===== src/rtl/aqp_esp_uart_pkg.sv =====
// Shared constants and receiver state encoding for the ESP32 UART link (8N1, LSB first).
package aqp_esp_uart_pkg;

    localparam int UART_DATA_BITS    = 8;
    localparam int UART_CLKS_PER_BIT = 8;

    typedef enum logic [2:0] {
        ST_IDLE  = 3'd0,
        ST_START = 3'd1,
        ST_DATA  = 3'd2,
        ST_STOP  = 3'd3,
        ST_BREAK = 3'd4
    } uart_rx_state_e;

endpackage


===== src/rtl/aqp_sync_fifo.sv =====
// Single-clock first-word-fall-through FIFO with occupancy output and drop indication.
module aqp_sync_fifo #(
    parameter int WIDTH      = 8,
    parameter int DEPTH_LOG2 = 3
) (
    input  logic                  clk,
    input  logic                  reset,
    input  logic                  push,
    input  logic [WIDTH-1:0]      push_data,
    input  logic                  pop,
    output logic [WIDTH-1:0]      head_data,
    output logic                  head_valid,
    output logic [DEPTH_LOG2:0]   level,
    output logic                  push_drop
);

    localparam int DEPTH = 1 << DEPTH_LOG2;
    localparam logic [DEPTH_LOG2:0]   FULL_LEVEL = (DEPTH_LOG2 + 1)'(DEPTH);
    localparam logic [DEPTH_LOG2:0]   LVL_ZERO   = (DEPTH_LOG2 + 1)'(0);
    localparam logic [DEPTH_LOG2:0]   LVL_ONE    = (DEPTH_LOG2 + 1)'(1);
    localparam logic [DEPTH_LOG2-1:0] PTR_ZERO   = DEPTH_LOG2'(0);
    localparam logic [DEPTH_LOG2-1:0] PTR_ONE    = DEPTH_LOG2'(1);

    logic [WIDTH-1:0]      mem_q [DEPTH];
    logic [DEPTH_LOG2-1:0] wr_ptr_q, wr_ptr_d;
    logic [DEPTH_LOG2-1:0] rd_ptr_q, rd_ptr_d;
    logic [DEPTH_LOG2:0]   level_q, level_d;
    logic                  full_s, empty_s, pop_ok_s, push_ok_s;

    // A push into a full FIFO is accepted only when a pop frees the head slot in the same cycle.
    always_comb begin
        full_s    = (level_q == FULL_LEVEL);
        empty_s   = (level_q == LVL_ZERO);
        pop_ok_s  = pop && !empty_s;
        push_ok_s = push && (!full_s || pop_ok_s);
        push_drop = push && full_s && !pop_ok_s;
        wr_ptr_d  = push_ok_s ? (wr_ptr_q + PTR_ONE) : wr_ptr_q;
        rd_ptr_d  = pop_ok_s  ? (rd_ptr_q + PTR_ONE) : rd_ptr_q;
        case ({push_ok_s, pop_ok_s})
            2'b10:   level_d = level_q + LVL_ONE;
            2'b01:   level_d = level_q - LVL_ONE;
            default: level_d = level_q;
        endcase
    end

    // Pointer and occupancy registers.
    always_ff @(posedge clk or posedge reset) begin
        if (reset) begin
            wr_ptr_q <= PTR_ZERO;
            rd_ptr_q <= PTR_ZERO;
            level_q  <= LVL_ZERO;
        end else begin
            wr_ptr_q <= wr_ptr_d;
            rd_ptr_q <= rd_ptr_d;
            level_q  <= level_d;
        end
    end

    // Storage array; contents are don't-care until written.
    always_ff @(posedge clk) begin
        if (push_ok_s) begin
            mem_q[wr_ptr_q] <= push_data;
        end
    end

    assign head_data  = mem_q[rd_ptr_q];
    assign head_valid = !empty_s;
    assign level      = level_q;

endmodule


===== src/rtl/aqp_esp_uart_rx.sv =====
// ESP32 UART 8N1 receiver feeding an FWFT RX FIFO, with sticky overflow/framing flags.
// Define AQP_ESP_UART_RX_RTS_EN to drive uart_rts from the FIFO level; otherwise uart_rts is 0.
module aqp_esp_uart_rx
    import aqp_esp_uart_pkg::*;
#(
    parameter int CLKS_PER_BIT    = UART_CLKS_PER_BIT,
    parameter int FIFO_DEPTH_LOG2 = 3,
    parameter int RTS_THRESHOLD   = 6
) (
    input  logic                        clk,
    input  logic                        reset,
    input  logic                        uart_rxd,
    output logic [UART_DATA_BITS-1:0]   rx_data,
    output logic                        rx_valid,
    input  logic                        rx_ready,
    output logic [FIFO_DEPTH_LOG2:0]    rx_level,
    output logic                        rx_overflow,
    output logic                        rx_framing_err,
    input  logic                        status_clr,
    output logic                        uart_rts
);

    localparam int CNT_W = $clog2(CLKS_PER_BIT);
    localparam int IDX_W = $clog2(UART_DATA_BITS);
    localparam int LVL_W = FIFO_DEPTH_LOG2 + 1;
    localparam logic [CNT_W-1:0] HALF_LOAD = CNT_W'(CLKS_PER_BIT / 2 - 1);
    localparam logic [CNT_W-1:0] FULL_LOAD = CNT_W'(CLKS_PER_BIT - 1);
    localparam logic [CNT_W-1:0] CNT_ZERO  = CNT_W'(0);
    localparam logic [CNT_W-1:0] CNT_ONE   = CNT_W'(1);
    localparam logic [IDX_W-1:0] IDX_ZERO  = IDX_W'(0);
    localparam logic [IDX_W-1:0] IDX_ONE   = IDX_W'(1);
    localparam logic [IDX_W-1:0] LAST_BIT  = IDX_W'(UART_DATA_BITS - 1);

    if (CLKS_PER_BIT < 4 || (CLKS_PER_BIT % 2) != 0 ||
        RTS_THRESHOLD > (1 << FIFO_DEPTH_LOG2)) begin : g_bad_cfg
        $error("aqp_esp_uart_rx: unsupported parameter combination");
    end

    logic [1:0]                sync_q, sync_d;
    uart_rx_state_e            state_q, state_d;
    logic [CNT_W-1:0]          cnt_q, cnt_d;
    logic [IDX_W-1:0]          bit_idx_q, bit_idx_d;
    logic [UART_DATA_BITS-1:0] shift_q, shift_d;
    logic                      ovf_q, ovf_d;
    logic                      ferr_q, ferr_d;
    logic                      rxd_s, cnt_zero_s, push_s, ferr_evt_s, fifo_drop_s;

    assign rxd_s      = sync_q[1];
    assign cnt_zero_s = (cnt_q == CNT_ZERO);
    assign sync_d     = {sync_q[0], uart_rxd};

    // Two-flop synchronizer; idles high so reset does not look like a start bit.
    always_ff @(posedge clk or posedge reset) begin
        if (reset) begin
            sync_q <= 2'b11;
        end else begin
            sync_q <= sync_d;
        end
    end

    // Frame receiver next state; the counter is reloaded on every state entry and counts down to zero.
    always_comb begin
        state_d    = state_q;
        cnt_d      = cnt_q;
        bit_idx_d  = bit_idx_q;
        shift_d    = shift_q;
        push_s     = 1'b0;
        ferr_evt_s = 1'b0;
        case (state_q)
            ST_IDLE: begin
                if (!rxd_s) begin
                    state_d = ST_START;
                    cnt_d   = HALF_LOAD;
                end else begin
                    cnt_d = CNT_ZERO;
                end
            end
            ST_START: begin
                if (cnt_zero_s) begin
                    if (!rxd_s) begin
                        state_d   = ST_DATA;
                        cnt_d     = FULL_LOAD;
                        bit_idx_d = IDX_ZERO;
                    end else begin
                        state_d = ST_IDLE;
                    end
                end else begin
                    cnt_d = cnt_q - CNT_ONE;
                end
            end
            ST_DATA: begin
                if (cnt_zero_s) begin
                    shift_d[bit_idx_q] = rxd_s;
                    cnt_d              = FULL_LOAD;
                    if (bit_idx_q == LAST_BIT) begin
                        state_d   = ST_STOP;
                        bit_idx_d = IDX_ZERO;
                    end else begin
                        bit_idx_d = bit_idx_q + IDX_ONE;
                    end
                end else begin
                    cnt_d = cnt_q - CNT_ONE;
                end
            end
            ST_STOP: begin
                if (cnt_zero_s) begin
                    cnt_d = CNT_ZERO;
                    if (rxd_s) begin
                        push_s  = 1'b1;
                        state_d = ST_IDLE;
                    end else begin
                        ferr_evt_s = 1'b1;
                        state_d    = ST_BREAK;
                    end
                end else begin
                    cnt_d = cnt_q - CNT_ONE;
                end
            end
            ST_BREAK: begin
                if (rxd_s) begin
                    state_d = ST_IDLE;
                end else begin
                    state_d = ST_BREAK;
                end
            end
            default: begin
                state_d = ST_IDLE;
                cnt_d   = CNT_ZERO;
            end
        endcase
    end

    // Frame receiver state registers.
    always_ff @(posedge clk or posedge reset) begin
        if (reset) begin
            state_q   <= ST_IDLE;
            cnt_q     <= CNT_ZERO;
            bit_idx_q <= IDX_ZERO;
            shift_q   <= {UART_DATA_BITS{1'b0}};
        end else begin
            state_q   <= state_d;
            cnt_q     <= cnt_d;
            bit_idx_q <= bit_idx_d;
            shift_q   <= shift_d;
        end
    end

    aqp_sync_fifo #(
        .WIDTH      (UART_DATA_BITS),
        .DEPTH_LOG2 (FIFO_DEPTH_LOG2)
    ) u_fifo (
        .clk        (clk),
        .reset      (reset),
        .push       (push_s),
        .push_data  (shift_q),
        .pop        (rx_ready),
        .head_data  (rx_data),
        .head_valid (rx_valid),
        .level      (rx_level),
        .push_drop  (fifo_drop_s)
    );

    // A new error event in the same cycle as status_clr keeps the flag set.
    always_comb begin
        ovf_d  = (ovf_q  && !status_clr) || fifo_drop_s;
        ferr_d = (ferr_q && !status_clr) || ferr_evt_s;
    end

    // Sticky status flags.
    always_ff @(posedge clk or posedge reset) begin
        if (reset) begin
            ovf_q  <= 1'b0;
            ferr_q <= 1'b0;
        end else begin
            ovf_q  <= ovf_d;
            ferr_q <= ferr_d;
        end
    end

    assign rx_overflow    = ovf_q;
    assign rx_framing_err = ferr_q;

`ifdef AQP_ESP_UART_RX_RTS_EN
    logic rts_q, rts_d;

    assign rts_d = (rx_level >= LVL_W'(RTS_THRESHOLD));

    // Flow-control output lags the level by one cycle.
    always_ff @(posedge clk or posedge reset) begin
        if (reset) begin
            rts_q <= 1'b0;
        end else begin
            rts_q <= rts_d;
        end
    end

    assign uart_rts = rts_q;
`else
    assign uart_rts = 1'b0;
`endif

endmodule

===== config.mk =====
export PLATFORM = sky130hd
export DESIGN_NAME = aqp_esp_uart_rx
export DESIGN_NICKNAME = d
export VERILOG_FILES = /design/src/rtl/aqp_esp_uart_pkg.sv /design/src/rtl/aqp_sync_fifo.sv /design/src/rtl/aqp_esp_uart_rx.sv
export SDC_FILE = /design/constraint.sdc
export NUM_CORES = 1
export LEC_CHECK = 0
export BUFFER_PORTS_ARGS = -buffer_cell sky130_fd_sc_hd__buf_4
export CAP_MARGIN = 15
export CORE_ASPECT_RATIO = 0.7
export CORE_MARGIN = 2
export CORE_UTILIZATION = 57
export CTS_BUF_LIST = sky130_fd_sc_hd__clkbuf_4
export DETAILED_ROUTE_END_ITERATION = 10
export HOLD_SLACK_MARGIN = 0.08
export PLACE_DENSITY = 0.88
export SYNTH_ARGS = -nofsm -noshare
export SYNTH_HDL_FRONTEND = slang
export SYNTH_SLANG_ARGS = --single-unit
export TNS_END_PERCENT = 100

===== constraint.sdc =====
create_clock -name clk -period 2.61 [get_ports clk]
set_input_delay 0.261 -clock clk [delete_from_list [all_inputs] [get_ports clk]]
set_output_delay 0.261 -clock clk [all_outputs]
set_load 0.01 [all_outputs]

==> qor.csv, run 1 <==
metric;value;unit
outcome;finished clean;
top_reg_cell synth;edfxtp_1;
Post-synth EDFFs;64;
fin. max-slew vios;0;
most common cell in the netlist;edfxtp_1;
leakage power;0.00170;µW
final count of negative-setup-slack endpoints;0;
DRT Wirelength;7090;µm
clock-pin slew on the worst setup and hold paths;130;ps
Gate Count Post-Synth;253;
vias in the first global route;2186;
CP Class;register to register;
largest cells by area after synthesis;edfxtp_1 (47%), dfrtp_1 (18%), mux4_2 (8.9%);
Synth area leader;edfxtp_1;
Power, Total;4230;µW
Final HPWL DP;4910;µm
worst hold endpoint;u_fifo.rd_ptr_q[1];
crit path max fanout;6;
row cnt;25;
max-cap violation count;0;
Die X;105;µm
CTS tree;built;
post-CTS setup buffers;0;
Worst Setup Start Kind;register;
worst reg2reg path endpoint;u_fifo.mem_q[2][0];
hold_buf cts;3;
H-Tree Depth;3;
Clock Path Buffers;2;
drt drc;0;
reg2reg setup slack;260;ps
WP data required;2750;ps
hold_sp;rx_ready;
Area Growth Syn to Fin;12.8;%
worst flop-to-flop path startpoint;cnt_q[1];
flops & latches, synth;95;
total die area;7850;µm²
Synth top area share;0.472;
Slew HR;0.509;
TNS Setup;0;ps
grt total ovfl;0;
Async SR Flop Fraction;0.326;
# nets final;301;
PwrDens;921;nW/µm²
via/cell ratio;5.83;
worst skew pair latency;430;ps
via count;2274;
CTS Buf Count;9;
core area;6820;µm²
initial core utilization;0.597;
largest net degree at the start of global routing;21;
Sink Count;95;
RD Place Congestion;0.790;
# diodes;0;
final core utilization;0.673;
global-route wire length before repair;11400;µm
Yosys Warn Count;0;
Commonest cells post-synth;edfxtp_1 (64), dfrtp_1 (29), mux2_2 (16), mux4_2 (16), nand2_1 (16);
final hold violation count;0;
f_max;426;MHz
reg2reg path depth;5;
Ports;21;
antenna violations before repair;0;
VDD IR-drop max;656;µV
Post-Syn Nets;263;
clock root buffer;clkbuf_4;
DRT iter0 DRCs;227;
Syn Area/Cell;16.1;µm²
critical path capture point type;register;
Chip Height;74.7;µm
routed length per instance;18.2;µm
skew final;22.6;ps
Detail Route Antenna Nets;0;
share of layout cells above drive strength 1;0.334;
RSZ-0062 raised after global routing;false;
Hold Path Cell Cnt;4;
sequential fraction of the synthesis area;0.663;
Distinct cells, synth;56;
final worst path period share;0.899;
Final min period;2350;ps
HP Class;input pin to register;
drt pass-1 iters;4;
Worst Tran Pin Value;736;ps
critical path data arrival time;2490;ps
mapped cell area;4070;µm²
PortBufs;19;
Total GRT Usage;0.197;
post-CTS sizing;0;
## cell families (layout without fill, tap and decap cells)
group,after synthesis,in the layout,synth area share
AOI/OAI and AO/OA,24,24,0.0498
xor gates and xnor gates,6,6,0.0129
adders and majority gates,5,5,0.0154
buffers and inverters,19,62,0.0197
DFF,95,95,0.663
muxes,34,34,0.140
other,1,1,0.000921
and+or+nand+nor,69,69,0.0980
## placed cells by master, fill, tap and decap left out, types with 3 or more instances in the layout
master / instances
xnor2_1: 4
nand3_1: 6
dlygate4sd3_1: 3
clkinvlp_4: 3
a211oi_1: 3
nand2_1: 16
nand3b_1: 4
buf_4: 37
a21oi_1: 3
nor2_1: 10
clkbuf_4: 10
nand2b_1: 3
ha_1: 5
inv_1: 6
mux4_2: 16
edfxtp_1: 64
dfrtp_1: 29
nor3_1: 8
mux2_2: 16
## how the worst max path moves through the flow
| stage | slack, ps | end | startpoint | cells after the start |
|---|---|---|---|---|
| global placement | 350 | u_fifo.mem_q[1][0] | cnt_q[1] | 5 |
| CTS | 220 | rx_data[2] | u_fifo.rd_ptr_q[0] | 4 |
| floorplan | 130 | u_fifo.mem_q[4][0] | cnt_q[1] | 4 |
| detailed placement | 300 | u_fifo.mem_q[1][2] | cnt_q[1] | 5 |
| finish | 260 | u_fifo.mem_q[2][0] | cnt_q[1] | 5 |
| global route | 120 | rx_data[2] | u_fifo.rd_ptr_q[0] | 4 |
## critical path, cell delays in order (launching register included)
cell	delay (ps)
dfrtp_1	460
or4b_4	600
nor4_4	360
nand2_4	150
nor3_1	290
buf_4	210
## power breakdown
part | total [µW] | internal [µW] | switching (µW)
clock network | 770 | 308 | 463
registers | 2090 | 1800 | 282
logic | 1370 | 744 | 629
## metal layers
metal / vias to the layer above / wire, µm / GRT usage
met4: 0 / 38 / 0.0533
li1: 1060 / - / -
met3: 4 / 368 / 0.0468
met5: - / 0 / 0
met2: 68 / 3430 / 0.328
met1: 1142 / 3250 / 0.269
## area by class of cell
cell class / count / area (µm²)
Multi-Input combinational cell: 139 / 1300
Fill cell: 479 / 2230
Clock inverter: 6 / 70.1
Sequential cell: 95 / 2700
Tap cell: 94 / 118
Clock buffer: 10 / 75.1
Inverter: 6 / 22.5
Timing Repair Buffer: 40 / 308
## flip-flops by register name, indices dropped and copies added (netlist names), 2 cells and up
signal	cells
bit_idx_q	3
u_fifo.rd_ptr_q	3
u_fifo.mem_q	64
u_fifo.level	4
cnt_q	3
sync_q	2
u_fifo.wr_ptr_q	3
shift_q	8
state_q	3
## through the flow
| stage | hold WS (ps) | cell area, µm² | setup slack, ps | instances |
|---|---|---|---|---|
| final | 202 | 4590 | 265 | 390 |
| after global routing | 192 | 4590 | 121 | 390 |
| after CTS | 159 | 4590 | 219 | 390 |
| after detailed placement | 349 | 4420 | 304 | 371 |
| after global placement | 347 | 4420 | 347 | 371 |
| after floorplan | 265 | 4080 | 126 | 253 |
(Power assumes the default switching activity.)
==> run 2, diff against run 1 <==
PLACE_DENSITY = 0.78   (was 0.88)
==> qor.csv, run 2 (synthesis gave the netlist of run 1 again) <==
metric;value;unit;change
Finished Layout Cells;386;;was 390
hold_buf cts;3;;unchanged
design area;4530;µm²;was 4590 µm²
PwrDens;909;nW/µm²;was 921 nW/µm²
worst skew pair latency;440;ps;was 430 ps
CP Class;register to primary output;;was register to register
DRT Wirelength;7130;µm;was 7090 µm
final worst path period share;0.908;;was 0.899
Worst Tran Pin Value;786;ps;was 736 ps
global-route wire length before repair;11500;µm;was 11400 µm
share of layout cells above drive strength 1;0.322;;was 0.334
Detail Route Antenna Nets;0;;unchanged
Final HPWL DP;4830;µm;was 4910 µm
outcome;finished clean;;unchanged
HP Class;input pin to register;;unchanged
via count;2250;;was 2274
critical path capture point type;primary output;;was register
Chip Height;74.7;µm;unchanged
max-cap violation count;0;;unchanged
PortBufs;19;;unchanged
critical path data arrival time;2110;ps;was 2490 ps
# nets final;297;;was 301
initial core utilization;0.597;;unchanged
Area Growth Syn to Fin;11.2;%;was 12.8%
final hold violation count;0;;unchanged
Slew HR;0.476;;was 0.509
# diodes;0;;unchanged
CP Buf/Inv Count;2;;was 1
most frequent CP cell;buf_4;;
drt drc;0;;unchanged
vias in the first global route;2167;;was 2186
grt total ovfl;0;;unchanged
row cnt;25;;unchanged
delay-heaviest family, CP;multiplexers;;was simple AND/OR/NAND/NOR gates
Ports;21;;unchanged
slowest stage delay, CP;570;ps;was 600 ps
critical-path cell list;buf_4 > mux4_2 > mux2_2 > buf_4;;was or4b_4 > nor4_4 > nand2_4 > nor3_1 > buf_4
clock-pin slew on the worst setup and hold paths;140;ps;was 130 ps
antenna violations before repair;0;;unchanged
Die X;105;µm;unchanged
WP data required;2350;ps;was 2750 ps
skew final;9.82;ps;was 22.6 ps
Reg with most FFs;u_fifo.mem_q;;unchanged
placed cells;367;;was 371
TNS Setup;0;ps;unchanged
largest net degree at the start of global routing;22;;was 21
Worst Setup Start Kind;register;;unchanged
Final min period;2370;ps;was 2350 ps
DRT iter0 DRCs;179;;was 227
drt pass-1 iters;4;;unchanged
post-CTS setup buffers;0;;unchanged
core area;6820;µm²;unchanged
CTS Buf Count;9;;unchanged
crit path max fanout;18;;was 6
VDD IR-drop max;523;µV;was 656 µV
RSZ-0062 raised after global routing;false;;unchanged
most common cell after layout, fill and taps aside;edfxtp_1;;unchanged
Post-DP Area;4390;µm²;was 4420 µm²
via/cell ratio;5.83;;about the same
f_max;422;MHz;was 426 MHz
leakage power;0.00167;µW;was 0.00170 µW
post-CTS sizing;0;;unchanged
routed length per instance;18.5;µm;was 18.2 µm
final core utilization;0.664;;was 0.673
final count of negative-setup-slack endpoints;0;;unchanged
RD Place Congestion;0.827;;was 0.790
max reg flops;64;;unchanged
Sink Count;95;;unchanged
H-Tree Depth;3;;unchanged
clock root buffer;clkbuf_4;;unchanged
total die area;7850;µm²;unchanged
fin. max-slew vios;0;;unchanged
most frequent cells in the layout;edfxtp_1 (64), buf_4 (33), dfrtp_1 (29);;was edfxtp_1 (64), buf_4 (37), dfrtp_1 (29)
Crit-path slowest cell;mux4_2;;was or4b_4
CTS tree;built;;unchanged
Clock Path Buffers;2;;unchanged
Total GRT Usage;0.198;;was 0.197
[run 2: worst min-delay path, cell delays in order]
cell,delay (ps)
buf_4,120
nand2_1,80
nand2_1,70
nand2_1,50
[run 2: per-layer routing]
layer	up-vias	global-route usage	wire length (µm)
li1	1056	-	-
met1	1132	0.292	3510
met2	53	0.290	3210
met3	9	0.0675	329
met4	0	0.0489	80
met5	-	0	0
[run 2: path summary, 6_finish.rpt]
check / endpoint / cells after the start / startpoint / slack, ps
min reg2reg: sync_q[1] / 0 / sync_q[0] / 370
min: u_fifo.rd_ptr_q[1] / 4 / rx_ready / 160
min in group asynchronous: u_fifo.rd_ptr_q[1] / 3 / reset / 510
max: rx_data[7] / 4 / u_fifo.rd_ptr_q[0] / 240
max in group asynchronous: cnt_q[1] / 4 / reset / 1440
max reg2reg: u_fifo.mem_q[4][5] / 5 / cnt_q[2] / 260
[run 2: layout make-up]
| class | instances | area, µm² |
|---|---|---|
| Tap cell | 94 | 118 |
| Clock buffer | 9 | 67.6 |
| Timing Repair Buffer | 36 | 278 |
| Multi-Input combinational cell | 139 | 1300 |
| Sequential cell | 95 | 2700 |
| Clock inverter | 7 | 46.3 |
| Inverter | 6 | 22.5 |
| Fill cell | 480 | 2290 |
[run 2: report_power, final]
part | leakage, µW | switching, µW | internal [µW]
registers | 0.000997 | 279 | 1800
clock network | 0.0000602 | 482 | 196
logic | 0.000617 | 616 | 741
[run 2: through the flow]
stage | hold slack, ps | total power (µW) | setup WS [ps]
after floorplan | 265 | 3040 | 126
after global placement | 345 | 3430 | 364
after detailed placement | 350 | 3480 | 296
after CTS | 133 | 4150 | 198
after global routing | 116 | 4380 | 95.1
final | 155 | 4120 | 240
==> run 3, diff against run 2 <==
ABC_AREA = 1   (was not set)
CORE_UTILIZATION = 60   (was 57)
clock period = 2.58 ns   (was 2.61 ns; I/O delays follow)
==> qor.csv, run 3 <==
metric;value;unit;change
Final min period;2330;ps;
clock power share;0.171;;was 0.165
final hold violation count;0;;unchanged
mapped cell area;4100;µm²;was 4070 µm²
drt drc;0;;unchanged
Die X;103;µm;was 105 µm
CTS Buf Count;9;;unchanged
PortBufs;19;;unchanged
grt total ovfl;0;;unchanged
Multi-input gate area;1250;µm²;was 1300 µm²
total die area;7520;µm²;was 7850 µm²
Chip Height;73.2;µm;was 74.7 µm
crit path max fanout;25;;was 18
initial core utilization;0.613;;was 0.597
worst flop-to-flop path startpoint;cnt_q[0];;was cnt_q[2]
Finished Layout Cells;514;;was 386
TNS Setup;0;ps;unchanged
Setup WS pre-CTS;490;ps;was 296 ps
Syn Area/Cell;10.7;µm²;was 16.1 µm²
part of the power in registers;0.457;;was 0.506
PwrDens;1020;nW/µm²;was 909 nW/µm²
Final WS setup;252;ps;was 240 ps
worst hold endpoint;u_fifo.rd_ptr_q[0];;was u_fifo.rd_ptr_q[1]
largest net degree at the start of global routing;34;;was 22
skew final;16.2;ps;was 9.82 ps
max-cap violation count;0;;unchanged
VDD IR-drop max;600;µV;was 523 µV
Filler Cell Count;521;;was 480
outcome;finished clean;;unchanged
RD Place Congestion;0.874;;was 0.827
CTS tree;built;;unchanged
final worst path period share;0.902;;
CP Class;register to primary output;;unchanged
row cnt;25;;unchanged
sequential fraction of the synthesis area;0.659;;was 0.663
Detail Route Antenna Nets;0;;unchanged
HP Class;input pin to register;;unchanged
drt pass-1 iters;4;;unchanged
WP data required;2320;ps;was 2350 ps
DR top layer;met4;;unchanged
placed cells;495;;was 367
Ports;21;;unchanged
Worst Setup Start Kind;register;;unchanged
FF/Latch Area;2700;µm²;unchanged
hold slack;182;ps;was 155 ps
core area;6690;µm²;was 6820 µm²
Post-DP Area;4370;µm²;was 4390 µm²
design area;4540;µm²;was 4530 µm²
Switching Power;1850;µW;was 1380 µW
Clock Path Buffers;2;;unchanged
Slew HR;0.526;;was 0.476
worst reg2reg path endpoint;u_fifo.mem_q[4][0];;was u_fifo.mem_q[4][5]
vias in the first global route;2691;;was 2167
Distinct cells, synth;34;;was 56
Yosys Warn Count;0;;unchanged
via count;2870;;was 2250
clock-pin slew on the worst setup and hold paths;130;ps;was 140 ps
Reg with most FFs;u_fifo.mem_q;;unchanged
# nets final;425;;was 297
most common cell after layout, fill and taps aside;nand2_1;;was edfxtp_1
most frequent cells in the layout;nand2_1 (77), edfxtp_1 (64), nor2_1 (56);;was edfxtp_1 (64), buf_4 (33), dfrtp_1 (29)
critical path capture point type;primary output;;unchanged
Hold Path Cell Cnt;3;;was 4
top_reg_cell synth;edfxtp_1;;unchanged
Worst Tran Pin Value;707;ps;was 786 ps
largest cells by area after synthesis;edfxtp_1 (47%), dfrtp_1 (18%), nand2_1 (7.0%);;was edfxtp_1 (47%), dfrtp_1 (18%), mux4_2 (8.9%)
final count of negative-setup-slack endpoints;0;;unchanged
Synth top area share;0.469;;was 0.472
WL met2;3850;µm;was 3210 µm
reg2reg setup slack;460;ps;was 260 ps
Area Growth Syn to Fin;10.7;%;was 11.2%
reg2reg path depth;6;;was 5
DRT Wirelength;8530;µm;was 7130 µm
flops & latches, synth;95;;unchanged
Pint;2760;µW;was 2740 µW
Async SR Flop Fraction;0.326;;unchanged
via/cell ratio;5.58;;was 5.83
Sink Count;95;;unchanged
Gate Count Post-Synth;384;;was 253
antenna violations before repair;0;;unchanged
Final HPWL DP;5920;µm;was 4830 µm
clock root buffer;clkbuf_4;;unchanged
Post-Syn Nets;394;;was 263
f_max;429;MHz;
global-route wire length before repair;13500;µm;was 11500 µm
met3 WL post-DR;723;µm;was 329 µm
Commonest cells post-synth;nand2_1 (77), edfxtp_1 (64), nor2_1 (56);;was edfxtp_1 (64), dfrtp_1 (29), mux2_2 (16), mux4_2 (16), nand2_1 (16)
max reg flops;64;;unchanged
switching share of power;0.401;;was 0.335
RSZ-0062 raised after global routing;false;;unchanged
routed length per instance;16.6;µm;was 18.5 µm
Logic pwr share;0.372;;was 0.330
leakage power;0.00182;µW;was 0.00167 µW
hold_sp;rx_ready;;unchanged
Total GRT Usage;0.247;;was 0.198
H-Tree Depth;3;;unchanged
critical path data arrival time;2070;ps;was 2110 ps
# diodes;0;;unchanged
Metal-1 WL;3870;µm;was 3510 µm
most common cell in the netlist;nand2_1;;was edfxtp_1
share of layout cells above drive strength 1;0.152;;was 0.322
fin. max-slew vios;0;;unchanged
DRT iter0 DRCs;254;;was 179
worst skew pair latency;440;ps;about the same
Synth area leader;edfxtp_1;;unchanged
Post-synth EDFFs;64;;unchanged
==> run 3: changes by cell type in the layout (fill, tap and decap cells not counted), moves of 9 or more <==
| cell | previous run | this run |
|---|---|---|
| inv_1 | 6 | 25 |
| mux2_2 | 16 | 0 |
| mux4_2 | 16 | 0 |
| nand2_1 | 16 | 77 |
| nand3_1 | 6 | 15 |
| nor2_1 | 10 | 56 |
| o21ai_0 | 2 | 45 |
==> run 3: worst max-delay path, stage by stage (launching register included) <==
cell        delay, ps
dfrtp_1           410
clkinvlp_4        380
nor2_1            240
o21ai_0           120
a21oi_1           260
a31oi_1            70
buf_4             160
==> run 3: cells by family after synthesis <==
group                      count (synthesis)  synth area share
AOI/OAI and AO/OA                         71            0.0925
DFF                                       95             0.659
other                                      1          0.000915
adders and majority gates                  5            0.0153
xor gates and xnor gates                   5            0.0107
and+or+nand+nor                          169             0.185
buffers and inverters                     38            0.0375
==> run 3: what timing repair did <==
| item | in CTS | in global routing |
|---|---|---|
| buffers inserted | 0 | 0 |
| hold buffers | 3 | 0 |
| endpoints found under the setup margin | 0 | 1 |
| endpoints found under the hold margin | 32 | 0 |
| resized for setup | 0 | 1 |
==> run 3: how the worst max path moves through the flow <==
stage                             startpoint                 end  slack (ps)  depth (start not counted)
after detailed placement            cnt_q[1]  u_fifo.mem_q[2][1]         490                          6
final                     u_fifo.rd_ptr_q[0]          rx_data[1]         250                          6
after floorplan                     cnt_q[1]  u_fifo.mem_q[5][0]         600                          7
after global placement              cnt_q[1]  u_fifo.mem_q[2][1]         580                          6
after global routing      u_fifo.rd_ptr_q[0]          rx_data[1]          70                          6
after CTS                 u_fifo.rd_ptr_q[0]          rx_data[3]         160                          5
==> run 3: layout make-up <==
class / instances / area share
clock buffer: 9 / 0.0149
clock inverter: 7 / 0.0154
inverter: 29 / 0.0248
multi-input combinational: 251 / 0.275
sequential: 95 / 0.595
tap: 94 / 0.0259
timing repair buffer: 29 / 0.0496
==> run 3: power by group through the flow <==
stage	Combinational, µW	Clock (µW)	Sequential [µW]
after floorplan	1130	0	2060
after global placement	1640	0	2110
after detailed placement	1690	0	2120
after CTS	1700	795	2090
after global routing	1910	859	2140
final	1720	788	2110
==> run 3: per-layer routing <==
metal	global-route usage	vias to the layer above
met4	0.0585	0
met3	0.0613	16
met1	0.363	1369
met5	0	-
met2	0.378	112
li1	-	1373
==> run 3: stage by stage <==
step                      utilization  power (µW)
after floorplan                     -        3190
after global placement          0.653        3750
after detailed placement        0.653        3810
after CTS                       0.678        4590
after global routing            0.678        4910
final                           0.678        4610
